<file path="config.mk">
export PLATFORM = sky130hd
export DESIGN_NAME = stopwatch_counter
export DESIGN_NICKNAME = d
export VERILOG_FILES = /design/src/rtl/stopwatch_pkg.sv /design/src/rtl/bcd_digit.sv /design/src/rtl/stopwatch_counter.sv
export SDC_FILE = /design/constraint.sdc
export NUM_CORES = 1
export LEC_CHECK = 0
export ABC_AREA = 1
export BUFFER_PORTS_ARGS = -buffer_cell sky130_fd_sc_hd__buf_2
export CORE_MARGIN = 2
export CORE_UTILIZATION = 48
export CTS_CLUSTER_SIZE = 8
export DETAILED_ROUTE_END_ITERATION = 16
export PLACE_DENSITY = 0.76
export SKIP_CTS_REPAIR_TIMING = 1
export SYNTH_ARGS = -nofsm -noshare
export SYNTH_HDL_FRONTEND = slang
export SYNTH_SLANG_ARGS = --single-unit
export TNS_END_PERCENT = 10
</file>
<file path="constraint.sdc">
create_clock -name clk -period 1.5 [get_ports clk]
set_clock_uncertainty 0.2 [all_clocks]
set_input_delay 0.15 -clock clk [delete_from_list [all_inputs] [get_ports clk]]
set_output_delay 0.15 -clock clk [all_outputs]
set_load 0.01 [all_outputs]
</file>
<file path="src/rtl/stopwatch_pkg.sv">
// rtl/stopwatch_pkg.sv - shared constants and FSM state encodings for the stopwatch
package stopwatch_pkg;

  localparam int              BCD_W      = 4;
  localparam int              NUM_DIGITS = 4;
  localparam logic [BCD_W-1:0] BCD_MAX   = 4'd9;

  // Control FSM encodings, kept here so the counter and bench share one definition
  typedef enum logic [2:0] {
    IDLE  = 3'd0,
    START = 3'd1,
    STOP  = 3'd2,
    INC   = 3'd3,
    TRAP  = 3'd4
  } sw_state_e;

endpackage

</file>
<file path="src/rtl/bcd_digit.sv">
// rtl/bcd_digit.sv - one BCD digit with carry-in/carry-out for a same-edge cascade
module bcd_digit
  import stopwatch_pkg::*;
#(
  parameter logic [BCD_W-1:0] MAX = BCD_MAX
) (
  input  logic             clk,
  input  logic             rst,
  input  logic             clr,
  input  logic             cin,
  output logic [BCD_W-1:0] q,
  output logic             cout
);

  assign cout = cin && (q == MAX);

  // Any value at or above MAX (including corrupted ones) returns to 0 on the next carry-in
  always_ff @(posedge clk or posedge rst) begin
    if (rst) begin
      q <= '0;
    end else if (clr) begin
      q <= '0;
    end else if (cin) begin
      q <= (q >= MAX) ? '0 : q + BCD_W'(1);
    end
  end

endmodule

</file>
<file path="src/rtl/stopwatch_counter.sv">
// rtl/stopwatch_counter.sv - prescaled SS.cc BCD elapsed-time counter with tick/ovf pulses
module stopwatch_counter
  import stopwatch_pkg::*;
#(
  parameter int PRESCALE     = 10,
  parameter int SEC_TENS_MAX = 9
) (
  input  logic                    clk,
  input  logic                    rst,
  input  logic                    time_en,
  input  logic                    clr,
  output logic [BCD_W-1:0]        dig0,
  output logic [BCD_W-1:0]        dig1,
  output logic [BCD_W-1:0]        dig2,
  output logic [BCD_W-1:0]        dig3,
  output logic [NUM_DIGITS*BCD_W-1:0] bcd,
  output logic                    tick,
  output logic                    ovf
);

  localparam int               PRE_W    = (PRESCALE > 1) ? $clog2(PRESCALE) : 1;
  localparam logic [PRE_W-1:0] PRE_LAST = PRE_W'(PRESCALE - 1);

  logic [PRE_W-1:0]  pre;
  logic              tick_cond;
  logic [NUM_DIGITS:0] carry;
  logic [BCD_W-1:0]  digit_q [NUM_DIGITS];

  assign tick_cond = time_en && (pre == PRE_LAST);
  assign carry[0]  = tick_cond;

  for (genvar i = 0; i < NUM_DIGITS; i++) begin : g_digit
    localparam logic [BCD_W-1:0] DMAX = (i == NUM_DIGITS - 1) ? BCD_W'(SEC_TENS_MAX) : BCD_MAX;
    bcd_digit #(.MAX(DMAX)) u_digit (
      .clk  (clk),
      .rst  (rst),
      .clr  (clr),
      .cin  (carry[i]),
      .q    (digit_q[i]),
      .cout (carry[i+1])
    );
  end

  // Prescaler holds while time_en is low so stop/start keeps sub-tick time
  always_ff @(posedge clk or posedge rst) begin
    if (rst) begin
      pre  <= '0;
      tick <= 1'b0;
      ovf  <= 1'b0;
    end else if (clr) begin
      pre  <= '0;
      tick <= 1'b0;
      ovf  <= 1'b0;
    end else begin
      tick <= tick_cond;
      ovf  <= carry[NUM_DIGITS];
      if (time_en) begin
        pre <= tick_cond ? '0 : pre + PRE_W'(1);
      end
    end
  end

  assign dig0 = digit_q[0];
  assign dig1 = digit_q[1];
  assign dig2 = digit_q[2];
  assign dig3 = digit_q[3];
  assign bcd  = {dig3, dig2, dig1, dig0};

endmodule
</file>
==> impl_metrics.toml <==
[logic_synthesis]
ys_seq_area_share_pct = 35.1
netlist.area_leader.share_pct = 35.1
yosys-top-cells-area = "dfrtp_1 (35%), nand2_1 (11%), ha_1 (11%)"
avgSynthCellArea_um2 = 7.97
ys_ff_latch = 22
yosysUniqueCellTypes = 24
syn_area_um2 = 1570
yosys.area.top_type = "dfrtp_1"
synthCells = 197
syn_nets = 215
synth_warnings = 0

[routing]
dr.pass1.iters = 4
wl_per_cell_um = 11.6
vias = 1412
drt_iter0_markers = 50
drt-vias-per-instance = 4.84
ant_nets = 0
totalWireLength_mm = 3.39
route.detailed.drc = 0

[power]
p_seq_share_pct = 47.0
p_clk_share_pct = 34.6
swShare_pct = 25.2
power_frac_comb_pct = 18.4
switching_power_w = 0.000336
p_int_w = 0.000999
power.density_nw_per_um2 = 635
power_leakage_nw = 1.18
ir_worst_vdd_uv = 397

[run_status]
violations = "negative setup slack"
status = "complete, but fails checks"

[clocking]
clkLatencyLatePin_ns = 0.32
cts_buffers = 3
htree_levels = 1
clockBufferDepth = 2
cts-root-buf = "clkbuf_4"
cts_tree = "built"
clock_sinks = 22
path_clk_slew_ns = 0.13

[critical_path]
end_kind = "register"
cpPeakStageDelay_ns = 0.43
crit_type = "reg2reg"
arrival_ns = 1.63
crit_family = "simple AND/OR/NAND/NOR gates"
crit_path_start_kind = "register"
crit_chain = "inv_2, ha_4, nand2_4, nor2_4, nand4_4, nand2_4, nand2_2, nand2_2"
crit_slowest_cell = "dfrtp_1"
worst_ep_required_time_ns = 1.56
cp_max_fo = 6
worst-path-buf-inv = 1

[floorplanning]
dieArea_um2 = 3740
io_pins = 38
core-area_um2 = 3080
die_w_um = 61.2
rows = 20
start_util_pct = 51.0
die_y_um = 61.2

[timing]
fin_crit_sh_pct = 105
setup_ws_ns = -0.0693
tightest_slew_ns = 0.352
finalSetupViolCount = 14
drv_slew = 0
fin_crit_ns = 1.57
relSlewSlack_pct = 76.4
finalHoldViolations = 0
tns_ns = -0.474
fmax_mhz = 637
rsz0062_at_grt = "yes"

[placed_design]
placed_cells = 279
dp_hpwl_mm = 2.31
io_buffers = 37
place_congestion = 0.841

[global_route]
antenna_found_initial = 0
grt_max_degree = 23
grt_overflow = 0
track_usage_pct = 18.1
grt_pass1_wl_mm = 5.12
grt_pass1_vias = 1197

[layout]
drive_above_1_share_pct = 41.9
final_common_cell = "nand2_1"
area_delta_synth_final_pct = 33.9
final_nets = 267
stdcell_count = 292
layout_common_cells = "nand2_1 (39), buf_2 (31), nand3_1 (23)"
n_antenna_cell = 0

[min_path]
hold_class = "in2reg"

[job]
max_cap_viol_count = 0
-- cell usage after synthesis --
master,number
nand2_1,48
nand3_1,23
dfrtp_1,22
inv_1,20
buf_4,18
nor2_1,18
ha_1,14
xor2_1,6
nand4_1,5
nor2_4,5
o21ai_0,3
a21oi_1,2
nand2_4,2
a31oi_1,1
inv_2,1
inv_4,1
nand2_2,1
nand4_4,1
nor2_2,1
nor3_1,1
o22ai_1,1
o31ai_1,1
or2_2,1
xnor2_1,1
-- cells by family (layout without fill, tap and decap cells) --
family,count (synthesis),in the layout,synth area share [%]
DFF,22,22,35.1
adders and majority gates,14,14,11.2
and+or+nand+nor,106,106,33.0
buffers and inverters,40,91,14.0
AOI/OAI and AO/OA,8,8,2.87
xor gates and xnor gates,7,7,3.90
-- sequential cells by signal, indices dropped and copies added (netlist names) --
signal,cells
g_digit.u_digit.q,16
pre,4
ovf,1
tick,1
-- worst paths after layout --
path                                                      from                                   to  slack (ns)  depth (start not counted)
max in group asynchronous                                  rst  g_digit[0].u_digit.q[2]$_DFFE_PP0P_        0.68                          4
max reg2reg                g_digit[0].u_digit.q[1]$_DFFE_PP0P_  g_digit[3].u_digit.q[1]$_DFFE_PP0P_       -0.07                          8
min reg2reg                                 pre[3]$_DFFE_PP0P_                   pre[3]$_DFFE_PP0P_        0.37                          2
max                        g_digit[0].u_digit.q[1]$_DFFE_PP0P_  g_digit[3].u_digit.q[1]$_DFFE_PP0P_       -0.07                          8
min                                                        clr  g_digit[2].u_digit.q[2]$_DFFE_PP0P_        0.07                          4
min in group asynchronous                                  rst                   pre[1]$_DFFE_PP0P_        0.18                          4
-- power by group through the flow --
| stage | Combinational, W | Sequential (W) | Clock, W |
|---|---|---|---|
| after floorplan | 0.000112 | 0.000646 | 0 |
| after global placement | 0.000169 | 0.000636 | 0 |
| after detailed placement | 0.000172 | 0.000637 | 0 |
| after CTS | 0.000173 | 0.000626 | 0.000463 |
| after global routing | 0.000272 | 0.000630 | 0.000498 |
| final | 0.000246 | 0.000627 | 0.000462 |
-- per-stage QoR --
step	area [um2]	hold slack [ns]	setup WS [ns]	utilization, %	power [W]
6_report	2100	0.0682	-0.0693	68.3	0.00133
5_1_grt	2100	0.0736	-0.179	68.3	0.00140
4_1_cts	1870	-0.353	-0.117	60.9	0.00126
3_5_place_dp	1820	0.00363	-0.0877	59.1	0.000809
3_3_place_gp	1820	0.00110	-0.0317	59.1	0.000806
2_1_floorplan	1570	-0.0608	-0.0320	-	0.000758
-- final cells by class --
type                            instances  area (um2)
Fill cell                             244         976
Multi-Input combinational cell        135         882
Sequential cell                        22         554
Timing Repair Buffer                   65         473
Inverter                               22        85.1
Tap cell                               44        55.1
Clock inverter                          1        30.0
Clock buffer                            3        22.5
-- tightest hold or removal path, stage by stage --
cell     delay, ns
buf_2         0.19
nor2_1        0.12
nand2_1       0.05
nand2_1       0.04
-- metal layers --
metal | up-vias | track usage (%) | wire length, um
li1 | 714 | - | -
met1 | 664 | 24.3 | 1580
met2 | 30 | 29.3 | 1650
met3 | 4 | 2.31 | 111
met4 | 0 | 7.76 | 54
met5 | - | 0 | 0
No activity file was read; power rests on OpenSTA's default activity.
